==> config.mk <==
export PLATFORM = sky130hd
export DESIGN_NAME = sr_bist_flat
export DESIGN_NICKNAME = d
export VERILOG_FILES = /design/src/rtl/sr_bist_if.sv /design/src/rtl/sr_bist.sv /design/src/flat_wrapper.sv
export SDC_FILE = /design/constraint.sdc
export NUM_CORES = 1
export LEC_CHECK = 0
export CORE_ASPECT_RATIO = 0.8
export CORE_MARGIN = 1.5
export CORE_UTILIZATION = 43
export DETAILED_ROUTE_END_ITERATION = 10
export GPL_TIMING_DRIVEN = 1
export PLACE_DENSITY_LB_ADDON = 0.3
export SETUP_SLACK_MARGIN = 0.5
export SYNTH_ARGS = -nofsm -noshare
export SYNTH_HDL_FRONTEND = slang
export SYNTH_SLANG_ARGS = --single-unit
==> constraint.sdc <==
create_clock -name clk -period 2.1 [get_ports clk]
set_clock_uncertainty 0.05 [all_clocks]
set_input_delay 0.63 -clock clk [delete_from_list [all_inputs] [get_ports clk]]
set_output_delay 0.63 -clock clk [all_outputs]
set_load 0.01 [all_outputs]
==> src/rtl/sr_bist_if.sv <==
// sr_bist_if: serial link to the latch shift register plus BIST control/status bundle.
// Latency: none (wires only).
// Backpressure: none; master is the BIST stage, slave is the pin mux / shift-register side.
interface sr_bist_if #(
   parameter int LAT_W = 10,
   parameter int ERR_W = 8
);
   logic             run;
   logic             inj_err;
   logic             sr_rx;
   logic             sr_tx;
   logic             busy;
   logic             lat_valid;
   logic             timeout;
   logic [LAT_W-1:0] latency;
   logic             lock;
   logic [ERR_W-1:0] err_count;
   logic             err_sat;

   modport master (
      input  run, inj_err, sr_rx,
      output sr_tx, busy, lat_valid, timeout, latency, lock, err_count, err_sat
   );

   modport slave (
      output run, inj_err, sr_rx,
      input  sr_tx, busy, lat_valid, timeout, latency, lock, err_count, err_sat
   );
endinterface

==> src/rtl/sr_bist.sv <==
// sr_bist: flushes the latch shift register, measures loop latency with a one-bit probe, then streams PRBS7 and counts errors.
// Latency: sr_tx changes only on bit boundaries; every status output is registered one clk after the deciding sample.
// Backpressure: none; free-running serial stream, run low aborts to IDLE with results held for readout.
module sr_bist #(
   parameter int BIT_PERIOD = 2,
   parameter int FLUSH_BITS = 80,
   parameter int LAT_W      = 10,
   parameter int ERR_W      = 8
) (
   input  logic      clk,
   input  logic      rst_n,
   sr_bist_if.master bus
);

   typedef enum logic [1:0] {IDLE, FLUSH, PROBE, PRBS} state_t;

   localparam int PH_W = $clog2(BIT_PERIOD);
   localparam int FC_W = $clog2(FLUSH_BITS + 1);
   localparam logic [PH_W-1:0]  PH_LAST   = PH_W'(BIT_PERIOD - 1);
   localparam logic [FC_W-1:0]  FLUSH_END = FC_W'(FLUSH_BITS);
   localparam logic [LAT_W-1:0] LAT_MAX   = '1;
   localparam logic [ERR_W-1:0] ERR_MAX   = '1;
   localparam logic [ERR_W-1:0] ERR_NEAR  = ERR_MAX - ERR_W'(1);

   state_t           state;
   logic [PH_W-1:0]  ph;
   logic             run_q;
   logic             rx_q;
   logic [FC_W-1:0]  fcnt;
   logic [LAT_W-1:0] cnt;
   logic [LAT_W-1:0] wcnt;
   logic [6:0]       prbs;
   logic [6:0]       hist;
   logic [2:0]       hcnt;
   logic             chk_arm;
   logic             inj_pend;

   logic             bnd;
   logic             start;
   logic             prbs_bit;
   logic             sample;

   // bnd marks the clk whose closing edge wraps ph to 0, i.e. the bit boundary.
   assign bnd      = (ph == PH_LAST);
   assign start    = bus.run & ~run_q;
   assign prbs_bit = prbs[6] ^ prbs[5];
   // The checker only looks at rx_q once the first PRBS bit has had latency cycles to
   // travel the loop; from then on it samples the first clk each bit is visible.
   assign sample   = chk_arm && (wcnt == bus.latency) && (ph == bus.latency[PH_W-1:0]);

   // Free-running bit-phase counter.
   always_ff @(posedge clk or negedge rst_n) begin
      if (!rst_n) ph <= '0;
      else        ph <= bnd ? '0 : ph + PH_W'(1);
   end

   // Input capture: sr_rx is asynchronous to the bit phase, run is edge-detected.
   always_ff @(posedge clk or negedge rst_n) begin
      if (!rst_n) begin
         rx_q  <= 1'b0;
         run_q <= 1'b0;
      end else begin
         rx_q  <= bus.sr_rx;
         run_q <= bus.run;
      end
   end

   // Test sequencer: flush, latency probe, PRBS stream and checker; all status outputs live here.
   always_ff @(posedge clk or negedge rst_n) begin
      if (!rst_n) begin
         state         <= IDLE;
         fcnt          <= '0;
         cnt           <= '0;
         wcnt          <= '0;
         prbs          <= 7'h7F;
         hist          <= '0;
         hcnt          <= '0;
         chk_arm       <= 1'b0;
         inj_pend      <= 1'b0;
         bus.sr_tx     <= 1'b0;
         bus.busy      <= 1'b0;
         bus.lat_valid <= 1'b0;
         bus.timeout   <= 1'b0;
         bus.latency   <= '0;
         bus.lock      <= 1'b0;
         bus.err_count <= '0;
         bus.err_sat   <= 1'b0;
      end else if (state != IDLE && !bus.run) begin
         // Abort: results stay put so they can still be read out.
         state     <= IDLE;
         bus.sr_tx <= 1'b0;
         bus.busy  <= 1'b0;
         inj_pend  <= 1'b0;
      end else begin
         case (state)
            IDLE: begin
               bus.sr_tx <= 1'b0;
               if (start) begin
                  // Enter FLUSH at once so busy rises immediately; the flush
                  // bit count itself starts at the next bit boundary.
                  state         <= FLUSH;
                  bus.busy      <= 1'b1;
                  fcnt          <= '0;
                  prbs          <= 7'h7F;
                  hist          <= '0;
                  hcnt          <= '0;
                  wcnt          <= '0;
                  chk_arm       <= 1'b0;
                  inj_pend      <= 1'b0;
                  bus.lat_valid <= 1'b0;
                  bus.timeout   <= 1'b0;
                  bus.latency   <= '0;
                  bus.lock      <= 1'b0;
                  bus.err_count <= '0;
                  bus.err_sat   <= 1'b0;
               end
            end
            FLUSH: begin
               // The first boundary opens zero bit 1; the one after zero bit FLUSH_BITS launches the probe.
               if (bnd) begin
                  if (fcnt == FLUSH_END) begin
                     bus.sr_tx <= 1'b1;
                     cnt       <= '0;
                     state     <= PROBE;
                  end else begin
                     fcnt <= fcnt + FC_W'(1);
                  end
               end
            end
            PROBE: begin
               cnt <= cnt + LAT_W'(1);
               if (bnd) bus.sr_tx <= 1'b0;
               if (rx_q) begin
                  bus.latency   <= cnt;
                  bus.lat_valid <= 1'b1;
                  state         <= PRBS;
                  chk_arm       <= 1'b0;
                  wcnt          <= '0;
                  hcnt          <= '0;
               end else if (cnt == LAT_MAX) begin
                  bus.timeout <= 1'b1;
                  bus.busy    <= 1'b0;
                  bus.sr_tx   <= 1'b0;
                  state       <= IDLE;
               end
            end
            PRBS: begin
               // The generator state never sees the injected flip; only the line does.
               if (bnd) begin
                  prbs      <= {prbs[5:0], prbs_bit};
                  bus.sr_tx <= prbs_bit ^ (inj_pend | bus.inj_err);
                  inj_pend  <= 1'b0;
                  chk_arm   <= 1'b1;
               end else if (bus.inj_err) begin
                  inj_pend <= 1'b1;
               end
               if (chk_arm && wcnt != bus.latency) wcnt <= wcnt + LAT_W'(1);
               if (sample) begin
                  // The received bit always enters the history, so one line error
                  // is seen three times: directly and through both taps.
                  hist <= {hist[5:0], rx_q};
                  if (!bus.lock) begin
                     if (hcnt == 3'd6) bus.lock <= 1'b1;
                     hcnt <= hcnt + 3'd1;
                  end else if (rx_q != (hist[6] ^ hist[5])) begin
                     if (bus.err_count != ERR_MAX) bus.err_count <= bus.err_count + ERR_W'(1);
                     if (bus.err_count == ERR_NEAR) bus.err_sat <= 1'b1;
                  end
               end
            end
            default: state <= IDLE;
         endcase
      end
   end

endmodule

==> src/flat_wrapper.sv <==
// flat-port wrapper written by rule: the top's interface ports become plain ports
module sr_bist_flat 
#(
   parameter int BIT_PERIOD = 2,
   parameter int FLUSH_BITS = 80,
   parameter int LAT_W      = 10,
   parameter int ERR_W      = 8
)
  (clk, rst_n, bus_run, bus_inj_err, bus_sr_rx, bus_sr_tx, bus_busy, bus_lat_valid, bus_timeout, bus_latency, bus_lock, bus_err_count, bus_err_sat);
  sr_bist_if #(.LAT_W(LAT_W), .ERR_W(ERR_W)) bus_i ();
  input  logic clk;
  input  logic rst_n;
  input wire logic [$bits(bus_i.run)-1:0] bus_run;
  input wire logic [$bits(bus_i.inj_err)-1:0] bus_inj_err;
  input wire logic [$bits(bus_i.sr_rx)-1:0] bus_sr_rx;
  output wire logic [$bits(bus_i.sr_tx)-1:0] bus_sr_tx;
  output wire logic [$bits(bus_i.busy)-1:0] bus_busy;
  output wire logic [$bits(bus_i.lat_valid)-1:0] bus_lat_valid;
  output wire logic [$bits(bus_i.timeout)-1:0] bus_timeout;
  output wire logic [$bits(bus_i.latency)-1:0] bus_latency;
  output wire logic [$bits(bus_i.lock)-1:0] bus_lock;
  output wire logic [$bits(bus_i.err_count)-1:0] bus_err_count;
  output wire logic [$bits(bus_i.err_sat)-1:0] bus_err_sat;
  assign bus_i.run = bus_run;
  assign bus_i.inj_err = bus_inj_err;
  assign bus_i.sr_rx = bus_sr_rx;
  assign bus_sr_tx = bus_i.sr_tx;
  assign bus_busy = bus_i.busy;
  assign bus_lat_valid = bus_i.lat_valid;
  assign bus_timeout = bus_i.timeout;
  assign bus_latency = bus_i.latency;
  assign bus_lock = bus_i.lock;
  assign bus_err_count = bus_i.err_count;
  assign bus_err_sat = bus_i.err_sat;
  sr_bist #(.BIT_PERIOD(BIT_PERIOD), .FLUSH_BITS(FLUSH_BITS), .LAT_W(LAT_W), .ERR_W(ERR_W)) u_core (.clk(clk), .rst_n(rst_n), .bus(bus_i));
endmodule
## After elaboration in Yosys (flattened, before gate mapping)

Cells that the tools add are included.

- Bits in writable memories: 0
- Bits of input ports: 5
- Register bits: 75
- Logic and storage cells: 170
- Memories: 0
- Latch bits: 0
- Bits in read-only memories: 0

- Div/mod/pow operators: 0
- $add $sub $neg: 6
- Reduce and logical (&&, ||, !) cells: 30
- Equal/unequal tests: 35
- Muxes and demuxes: 72
- Shift-type cells: 0
- Bitwise logic cells: 7
- Multipliers: 0
- Order comparisons: 0

Operators by type and width:

| operator | count |
|---|---|
| $mux W10 | 6 |
| $mux W7 | 6 |
| $pmux W7 S2 | 3 |
| $mux W8 | 5 |
| $pmux W10 S2 | 2 |
| $pmux W10 S3 | 1 |
| $mux W1 | 28 |
| $reduce_and A5 Y1 | 5 |
| $ne A2 B1 Y1 const B | 12 |
| $add A10 B1 Y10 const B | 2 |
| $reduce_and A4 Y1 | 5 |
| $pmux W8 S2 | 1 |
| $ne A3 B1 Y1 const B | 5 |
| $reduce_and A7 Y1 | 2 |
| $mux W2 | 6 |
| $mux W3 | 4 |
| $pmux W1 S2 | 6 |
| $eq A10 B10 Y1 | 1 |
| $eq A10 B10 Y1 const B | 1 |
| $ne A10 B10 Y1 | 1 |
| $reduce_bool A2 Y1 | 5 |
| $pmux W3 S3 | 1 |
| $reduce_bool A3 Y1 | 3 |
| $add A8 B1 Y8 const B | 1 |
| 28 further kinds | 38 |

## Longest topological paths before layout

Gate-level depths: netlist of run 1.

- Depth after elaboration: 6
- Gate-level depth with buffers: 9
- Depth with buffers taken out: 7

## Worst setup path after synthesis of run 1

No wires, ideal clock.

- Path type: input to register
- Start: in bus_run
- End: reg u_core.wcnt[3]
- Setup slack: -0.217 ns
- Setup time: 0.126 ns
- Required time: 1.924 ns
- Stages: 6
- Data arrival time: 2.141 ns
- Cells stage by stage: buf_2 a21boi_1 or3b_1 clkbuf_1 buf_2 a221o_1

- Longest elaborated chain between the ends: 4
- Elaborated cells on any way between the ends: 6
- Classes of those cells: 1 x eq/ne; 2 x bitwise; 3 x reduce/logical

Ends and longest elaborated chain:

| what | line | RTL |
|---|---|---|
| from (decl) | flat_wrapper.sv:13 | `input wire logic [$bits(bus_i.run)-1:0] bus_run;` |
| parallel branches: the longest is 3 deep, another holds $ne A2 B1 Y1 | - |  |
| $reduce_and A5 Y1 (no line) * | - |  |
| to (signal assigned) | sr_bist.sv:157 | `if (chk_arm && wcnt != bus.latency) wcnt <= wcnt + LAT_W'(1);` |
| to (decl) | sr_bist.sv:31 | `logic [LAT_W-1:0] wcnt;` |

Every way passes the cells marked *.
A chain may end at the register's enable or synchronous reset.

## Worst setup path after layout of run 1

- Start: reg u_core.fcnt[5]
- End: reg u_core.state[1]

- Longest elaborated chain between the ends: 3

Ends and longest elaborated chain:

| what | line | RTL |
|---|---|---|
| from (decl) | sr_bist.sv:29 | `logic [FC_W-1:0] fcnt;` |
| from (signal assigned) | sr_bist.sv:126 | `fcnt <= fcnt + FC_W'(1);` |
| $eq A7 B7 Y1 | sr_bist.sv:121 | `if (fcnt == FLUSH_END) begin` |
| $ne A3 B1 Y1 (no line) | - |  |
| $reduce_and A5 Y1 (no line) | - |  |
| to (signal assigned) | sr_bist.sv:124 | `state <= PROBE;` |
| to (signal assigned) | sr_bist.sv:136 | `state <= PRBS;` |
| to (signal assigned) | sr_bist.sv:144 | `state <= IDLE;` |
| to (decl) | sr_bist.sv:25 | `state_t state;` |

No other way between the ends.

==> results of run 1 <==
layout make-up:
class / count / area share
Clock buffer: 13 / 0.0381
Clock inverter: 3 / 0.00229
Inverter: 18 / 0.0112
Multi-Input combinational cell: 312 / 0.418
Sequential cell: 75 / 0.288
Tap cell: 115 / 0.0219
Timing Repair Buffer: 158 / 0.220
state kept, by name, indices dropped and copies added (netlist names):
name	cells
u_core.chk_arm	1
u_core.state	2
u_core.wcnt	10
u_core.inj_pend	1
u_core.hist	7
u_core.fcnt	7
u_core.cnt	10
u_core.bus.busy	1
u_core.bus.sr_tx	1
u_core.bus.lat_valid	1
u_core.bus.err_count	8
u_core.bus.latency	10
u_core.hcnt	3
u_core.bus.err_sat	1
u_core.bus.timeout	1
u_core.rx_q	1
u_core.bnd	1
u_core.bus.lock	1
u_core.run_q	1
u_core.prbs	7
routing by layer:
metal | global-route usage | vias to the layer above | wire, microns | part of all wire
li1 | - | 1886 | - | -
met1 | 0.345 | 2107 | 6070 | 0.42
met2 | 0.420 | 221 | 7030 | 0.48
met3 | 0.0715 | 44 | 1010 | 0.070
met4 | 0.0918 | 0 | 440 | 0.030
met5 | 0 | - | 0 | 0
what timing repair did:
item | CTS | global route
setup endpoints to repair | 96 | 87
pin swaps | 32 | 42
hold endpoints to repair | 0 | 0
gates resized for setup | 216 | 91
buffers inserted | 55 | 21
cloned | 7 | 1
power breakdown:
part | total (mW) | leakage, nW | internal, mW | switching [mW]
clock network | 1.44 | 0.133 | 0.827 | 0.613
logic | 2.59 | 1.85 | 1.21 | 1.38
registers | 1.80 | 0.991 | 1.66 | 0.142
worst max-delay path: cells and delay by family, from the launching register on:
family	cells	cell delay (ps)
compound gates	3	520
buf+inv	1	160
flops	1	370
mux	1	310
simple gates	1	570
cell usage in the layout, fill, tap and decap left out, drive strengths merged, types with 6 or more instances in the layout:
cell	count
nor3	14
nand2	36
inv	17
nand3	11
ha	12
a31oi	9
nand4	15
buf	154
o31ai	8
o21ai	30
and3	12
dfstp	7
a41oi	6
a21oi	17
nor2	29
a211oi	8
clkbuf	14
o211ai	7
xor2	17
dfrtp	68
a22o	19
stage by stage:
step                setup WS (ps)  total power [mW]  hold WS (ps)  area [sq um]
floorplan                    18.4              2.78           284          4250
global placement             -391              3.30           408          4910
detailed placement           -391              3.35           419          4910
CTS                          56.8              5.29           163          6030
global route                -42.6              6.05           184          6570
finish                       2.06              5.82           158          6570
kinds of logic after synthesis:
| kind of cell | count (synthesis) | synth area share |
|---|---|---|
| buffers and inverters | 38 | 0.0377 |
| adders and majority gates | 12 | 0.0368 |
| xor gates and xnor gates | 19 | 0.0442 |
| DFF | 75 | 0.462 |
| muxes | 4 | 0.0107 |
| AOI/OAI and AO/OA | 126 | 0.220 |
| and+or+nand+nor | 146 | 0.188 |
worst paths after layout:
kind | to | slack, ps | depth (start not counted)
worst max register to register | u_core.state[1] | 2 | 6
worst min register to register | u_core.bus.lat_valid | 430 | 1
max in group asynchronous | u_core.prbs[5] | 1210 | 2
worst max-delay path | u_core.state[1] | 2 | 6
worst min-delay path | u_core.wcnt[1] | 160 | 1
min in group clk | u_core.bus.lat_valid | 430 | 1
==> impl_metrics.csv, run 1 <==
group,metric,value,unit
status,status,"finished clean",
cells_and_area,seq_area,1890,sq um
yosys,synth_cells,420,
route,avgRoutedWirePerCell,21.0,microns
yosys,syn_area,4080,sq um
worst_setup_path,crit_path_max_fanout,4,
floorplanning,coreArea,9110,sq um
clock_network,cts_tree,"built",
cells_and_area,multi_input_area,2740,sq um
floorplanning,die_h,90.1,microns
cells_and_area,instances_no_fill,694,
grt,grt_max_degree,35,
cells_and_area,synthToLayoutAreaGrowth,61.0,%
floorplanning,start_util,0.447,
grt,overflow,0,
sta,slew_headroom,0.556,
yosys,yosysSeqAreaShare,0.462,
sta,period_share,0.999,
pwr,power_density,887,nW/um^2
grt,grt_pass1_wl,21.1,mm
clock_network,clk_pin_slew_worst_paths,60,ps
yosys,avgSynthCellArea,9.71,sq um
route,drtPass1Iterations,5,
floorplanning,die_w,112,microns
yosys,synth_nets,437,
hold_path,hold_path_class,"in -> async",
sta,fmax,477,MHz
route,routed_wl,14.6,mm
yosys,synthArstFlopShare,1.00,
place,dp_hpwl,7.29,mm
worst_setup_path,worstSetupPathType,"reg -> reg",
clock_network,postCtsHoldBufs,0,
place,dp_cells,594,
grt,grt_usage,0.263,
worst_setup_path,startpoint,"u_core.fcnt[5]",
yosys,synth.most_common_cell,"dfrtp_1",
yosys,yosysWarningCount,0,
worst_setup_path,crit_chain,"or4b_4 -> o31a_1 -> buf_6 -> a21oi_4 -> o21ai_2 -> mux2_4",
sta,finalSetupTns,0,ps
worst_setup_path,reg2reg_from,"u_core.fcnt[5]",
yosys,synth.area.top_cells,"dfrtp_1, dfstp_2, a22o_1, ha_1, xor2_1",
worst_setup_path,critPathArrivalTime,2270,ps
route,drtAntennaViolNets,0,
floorplanning,die_area,10100,sq um
sta,finalHoldViolations,0,
cells_and_area,fillers,567,
worst_setup_path,critPathLaunchType,"flip-flop",
clock_network,clock-sinks,75,
cells_and_area,fin_util,0.720,
floorplanning,io_pins,29,
worst_setup_path,required,2270,ps
yosys,synth.distinct_cells,59,
yosys,synthTopCellsByCount,"dfrtp_1, nand2_1, nor2_1",
clock_network,clockBufferDepth,2,
floorplanning,std_cell_rows,31,
worst_setup_path,cpPeakStageDelay,570,ps
grt,antenna_found_initial,0,
sta,setup_viol,0,
pwr,vdd_drop_max,0.000762,V
clock_network,clk_latency,350,ps
clock_network,cts_root_buffer,"clkbuf_16",
place,io_buffers,28,
clock_network,h-tree-depth,3,
cells_and_area,insertedDiodeCount,0,
yosys,synth_area_leader_cell,"dfrtp_1",
sta,worst_pin_slew,659,ps
cells_and_area,drive_gt1_frac,0.506,
worst_setup_path,cp_slowest_cell,"or4b_4",
route,vias,4258,
route,drtIter0Drc,445,
pwr,power.leakage,2.98,nW
sta,rsz0062_at_grt,"yes",
yosys,ys_ff_latch,75,
yosys,synthFlopType,"dfrtp_1",
yosys,yosysTopAreaCellShare,0.417,
job,max_cap_violations,0,
clock_network,cts_buffers,9,
worst_setup_path,crit_path_end_kind,"flip-flop",
yosys,synth_edf_count,0,
grt,grt_pass1_vias,4223,
cells_and_area,fin_nets,591,
place,place_congestion,0.870,
sta,drv_slew,0,
sta,fin_crit,2100,ps
route,drt-vias-per-instance,6.14,
route,remaining_drc_errors,0,
Note: power is estimated with default switching activity, not from simulation.
==> run 2, diff against run 1 <==
- CELL_PAD_IN_SITES_DETAIL_PLACEMENT: unset -> 1
- CELL_PAD_IN_SITES_GLOBAL_PLACEMENT: unset -> 2
- CORE_UTILIZATION: 43 -> 34
- clock period: 2.1 -> 1.8 ns (I/O delays scaled with it)
==> impl_metrics.csv, run 2 (synthesized netlist as in run 1, its figures left out) <==
group,metric,value,unit
cells_and_area,insertedDiodeCount,0,
worst_setup_path,cp_slowest_cell,"or4b_4",
sta,slew_headroom,0.681,
grt,grt_usage,0.251,
place,place_congestion,0.785,
cells_and_area,fin_nets,616,
job,max_cap_violations,0,
grt,overflow,0,
pwr,pwr-share-comb,0.459,
sta,finalHoldViolations,0,
cells_and_area,multi_input_area,2650,sq um
pwr,switching_share,0.358,
sta,fmax,475,MHz
sta,worst_slack,-307,ps
route,remaining_drc_errors,0,
sta,period_share,1.17,
route,drt-vias-per-instance,5.63,
route,drtIter0Drc,229,
place,dp_hpwl,9.05,mm
route,drtAntennaViolNets,0,
pwr,p_int,4.64,mW
sta,drv_slew,0,
pwr,vdd_drop_max,0.000578,V
clock_network,clk_latency,340,ps
pwr,power.leakage,3.18,nW
floorplanning,die_w,125,microns
pwr,power_density,1050,nW/um^2
sta,holdWs,170,ps
floorplanning,die_h,101,microns
floorplanning,std_cell_rows,35,
hold_path,hold_path_class,"in -> async",
worst_setup_path,crit_path_end_kind,"flip-flop",
cells_and_area,top_regs,"u_core.bus.latency: 10 flops, u_core.cnt: 10 flops, u_core.wcnt: 10 flops",
worst_setup_path,worstSetupPathType,"reg -> reg",
floorplanning,coreArea,11600,sq um
route,routed_wl,15.9,mm
clock_network,clockBufferDepth,2,
route,vias,4237,
cells_and_area,drive_gt1_frac,0.512,
route,avgRoutedWirePerCell,21.2,microns
sta,worst_pin_slew,473,ps
clock_network,cts_tree,"built",
grt,antenna_found_initial,0,
cells_and_area,seq_area,1890,sq um
route,drtPass1Iterations,4,
cells_and_area,synthToLayoutAreaGrowth,68.2,%
cells_and_area,final_cell_mix,"buf_4, dfrtp_1, buf_6",
pwr,power.switching,2.59,mW
worst_setup_path,cpPeakStageDelay,540,ps
clock_network,cts_buffers,9,
sta,rsz0062_at_grt,"yes",
worst_setup_path,required,1970,ps
grt,grt_pass1_vias,4598,
floorplanning,die_area,12700,sq um
sta,setup_viol,56,
status,status,"finished, violations left",
worst_setup_path,crit_chain,"or4b_4 -> o31a_1 -> or2_1 -> buf_6 -> o21ai_2 -> o31ai_2",
cells_and_area,layout_commonest_cell,"buf_4",
clock_network,postCtsHoldBufs,0,
place,io_buffers,28,
grt,grt_max_degree,76,
cells_and_area,fillers,1225,
pwr,seqPwrFrac,0.288,
grt,grt_pass1_wl,24.8,mm
clock_network,clock-sinks,75,
worst_setup_path,crit_path_max_fanout,7,
pwr,p_clk_frac,0.253,
worst_setup_path,critPathArrivalTime,2270,ps
floorplanning,io_pins,29,
status,violations,"setup timing",
clock_network,cts_root_buffer,"clkbuf_16",
worst_setup_path,critPathLaunchType,"flip-flop",
clock_network,h-tree-depth,3,
floorplanning,start_util,0.351,
clock_network,clk_pin_slew_worst_paths,60,ps
pwr,power,7.23,mW
sta,fin_crit,2110,ps
-- run 2: cell count changes in the layout (fill, tap and decap cells not counted), moves of 3 or more --
cell / change
xor2_1: +4
a21oi_1: +4
buf_4: +25
o21ai_0: -4
xor2_2: -4
dfrtp_2: -4
buf_12: +3
nor2_2: -3
dfrtp_1: +4
o21ai_1: -3
o21ai_2: +5
a21oi_2: -4
-- run 2: layout make-up --
class	count	area share
well taps	148	0.0270
clock buffers	13	0.0365
flip-flops and latches	75	0.275
clock inverters	3	0.00584
multi-input cells	308	0.387
inverters	18	0.0113
repair buffers	187	0.257
-- run 2: repair_timing --
item,CTS,global route
gates cloned,3,2
endpoints found under the setup margin,96,96
setup buffers,33,19
gates resized for setup,248,48
pin swaps,52,34
-- run 2: worst max-delay path: cells and delay by family (launching register included) --
family | cells | cell delay (ps)
DFF | 1 | 380
and+or+nand+nor | 2 | 830
buffers and inverters | 1 | 150
AOI/OAI and AO/OA | 3 | 580
-- run 2: per-layer routing --
layer  share of wire  track usage  wire, microns  vias up
met4           0.020       0.0760            316        0
met1            0.44        0.319           6970     2189
met3           0.028       0.0409            443       24
met5               0            0              0        -
li1                -            -              -     1941
met2            0.51        0.442           8210       83
-- run 2: final timing paths --
path,from,end,slack [ps],cells after the start
min in group clk,u_core.prbs[4],u_core.prbs[4],430,2
max in group asynchronous,rst_n,u_core.bus.err_count[1],1150,2
worst min register to register,u_core.prbs[4],u_core.prbs[4],430,2
worst max-delay path,u_core.fcnt[3],u_core.cnt[6],-310,6
worst min-delay path,rst_n,u_core.bus.lat_valid,170,2
worst max register to register,u_core.fcnt[3],u_core.cnt[6],-310,6
-- run 2: metrics by stage --
stage / setup TNS, ps / util / std cells / setup WS (ps) / area (sq um)
after floorplan: -5580 / - / 420 / -282 / 4240
after detailed placement: -30860 / 0.463 / 679 / -743 / 5370
final: -8770 / 0.591 / 752 / -307 / 6860
after global routing: -12790 / 0.591 / 752 / -356 / 6860
after CTS: -6750 / 0.555 / 731 / -276 / 6440
after global placement: -27760 / 0.463 / 679 / -606 / 5370
-- run 2: power groups by stage --
| stage | clock (mW) | combinational (mW) | sequential (mW) |
|---|---|---|---|
| 6_report | 1.83 | 3.32 | 2.08 |
| 5_1_grt | 1.93 | 3.54 | 2.11 |
| 4_1_cts | 1.86 | 2.79 | 2.06 |
| 3_5_place_dp | 0 | 2.20 | 2.07 |
| 3_3_place_gp | 0 | 2.11 | 2.06 |
| 2_1_floorplan | 0 | 1.12 | 2.12 |
==> run 3, diff against run 2 <==
- PLACE_DENSITY: unset -> 0.85
- PLACE_DENSITY_LB_ADDON: 0.3 -> unset
==> impl_metrics.csv, run 3 (synthesized netlist as in run 1, its figures left out) <==
group,metric,value,unit
worst_setup_path,worstSetupPathType,"reg -> reg",
route,vias,4299,
sta,fin_crit,2110,ps
grt,overflow,0,
sta,fmax,475,MHz
status,status,"finished, violations left",
worst_setup_path,crit_path_max_fanout,4,
place,io_buffers,28,
route,drtAntennaViolNets,0,
floorplanning,die_area,12700,sq um
floorplanning,std_cell_rows,35,
grt,grt_usage,0.247,
sta,setup_viol,63,
cells_and_area,final_cell_mix,"buf_4, buf_6, dfrtp_1",
clock_network,cts_buffers,9,
sta,period_share,1.17,
pwr,power.leakage,3.15,nW
cells_and_area,top_regs,"u_core.bus.latency: 10 flops, u_core.cnt: 10 flops, u_core.wcnt: 10 flops",
cells_and_area,layout_commonest_cell,"buf_4",
floorplanning,coreArea,11600,sq um
clock_network,clk_pin_slew_worst_paths,60,ps
floorplanning,io_pins,29,
route,drtPass1Iterations,6,
worst_setup_path,critPathArrivalTime,2280,ps
sta,finalHoldViolations,0,
sta,drv_slew,0,
floorplanning,start_util,0.351,
pwr,vdd_drop_max,0.000620,V
pwr,power,7.19,mW
clock_network,clock-sinks,75,
route,routed_wl,16.3,mm
sta,worst_pin_slew,589,ps
cells_and_area,fin_nets,618,
cells_and_area,drive_gt1_frac,0.502,
clock_network,cts_root_buffer,"clkbuf_16",
sta,finalSetupTns,-8870,ps
cells_and_area,fillers,1242,
sta,worst_slack,-306,ps
route,drt-vias-per-instance,5.70,
clock_network,clockBufferDepth,2,
route,remaining_drc_errors,0,
pwr,power_density,1060,nW/um^2
cells_and_area,insertedDiodeCount,0,
clock_network,postCtsHoldBufs,0,
worst_setup_path,critPathLaunchType,"flip-flop",
grt,grt_pass1_vias,4461,
grt,grt_max_degree,27,
cells_and_area,synthToLayoutAreaGrowth,66.6,%
worst_setup_path,required,1970,ps
grt,grt_pass1_wl,24.2,mm
floorplanning,die_w,125,microns
grt,antenna_found_initial,0,
clock_network,clk_latency,350,ps
place,dp_slack,-666,ps
place,place_congestion,0.856,
clock_network,h-tree-depth,3,
hold_path,hold_path_class,"in -> async",
floorplanning,die_h,101,microns
route,avgRoutedWirePerCell,21.6,microns
worst_setup_path,crit_path_end_kind,"flip-flop",
sta,slew_headroom,0.603,
status,violations,"setup timing",
route,drtIter0Drc,183,
place,dp_hpwl,9.43,mm
job,max_cap_violations,0,
clock_network,cts_tree,"built",
sta,rsz0062_at_grt,"yes",
==> run 3: report_power, final <==
part | internal, mW | switching [mW] | total, mW
sequential | 1.93 | 0.153 | 2.08
combinational | 1.63 | 1.72 | 3.35
clock | 1.01 | 0.750 | 1.75
==> run 3: area by class of cell <==
type / count / area, sq um / area share
clock inverters: 4 / 25.0 / 0.00368
flip-flops and latches: 75 / 1890 / 0.279
clock buffers: 12 / 256 / 0.0378
repair buffers: 189 / 1770 / 0.260
well taps: 148 / 185 / 0.0273
inverters: 18 / 77.6 / 0.0114
multi-input cells: 308 / 2590 / 0.381
==> run 3: path summary, 6_finish.rpt <==
check | from | cells past startpoint | to | slack [ps]
max in group asynchronous | rst_n | 2 | u_core.wcnt[4] | 1090
min in group clk | u_core.prbs[4] | 2 | u_core.prbs[4] | 420
setup / recovery | u_core.fcnt[3] | 6 | u_core.state[0] | -310
setup reg to reg | u_core.fcnt[3] | 6 | u_core.state[0] | -310
hold / removal | rst_n | 1 | u_core.cnt[4] | 40
hold reg to reg | u_core.prbs[4] | 2 | u_core.prbs[4] | 420
==> run 3: per-layer routing <==
| layer | track usage | up-vias | share of wire |
|---|---|---|---|
| met3 | 0.0409 | 28 | 0.031 |
| met4 | 0.0673 | 0 | 0.019 |
| met1 | 0.310 | 2235 | 0.42 |
| met2 | 0.443 | 89 | 0.53 |
| li1 | - | 1947 | - |
| met5 | 0 | - | 0 |
==> run 3: metrics by stage <==
| stage | std cells | utilization | area [sq um] | hold slack [ps] |
|---|---|---|---|---|
| 6_report | 754 | 0.585 | 6790 | 35.4 |
| 5_1_grt | 754 | 0.585 | 6790 | 56.2 |
| 4_1_cts | 739 | 0.560 | 6490 | 43.0 |
| 3_5_place_dp | 680 | 0.462 | 5360 | 408 |
| 3_3_place_gp | 680 | 0.462 | 5360 | 399 |
| 2_1_floorplan | 420 | - | 4240 | 194 |
==> run 3: timing repair <==
item | 4_1_cts | 5_1_grt
hold endpoints to repair | 0 | 0
gates resized for setup | 261 | 38
pin swaps | 52 | 30
setup buffers | 40 | 14
endpoints found under the setup margin | 96 | 96
gates cloned | 3 | 1
==> run 3: worst max-delay path, stage by stage (launching register included) <==
cell and delay, ps:
dfrtp_1 380, or4b_4 550, o31a_1 350, buf_6 170, a21oi_4 110, o21ai_2 80
mux2_2 300
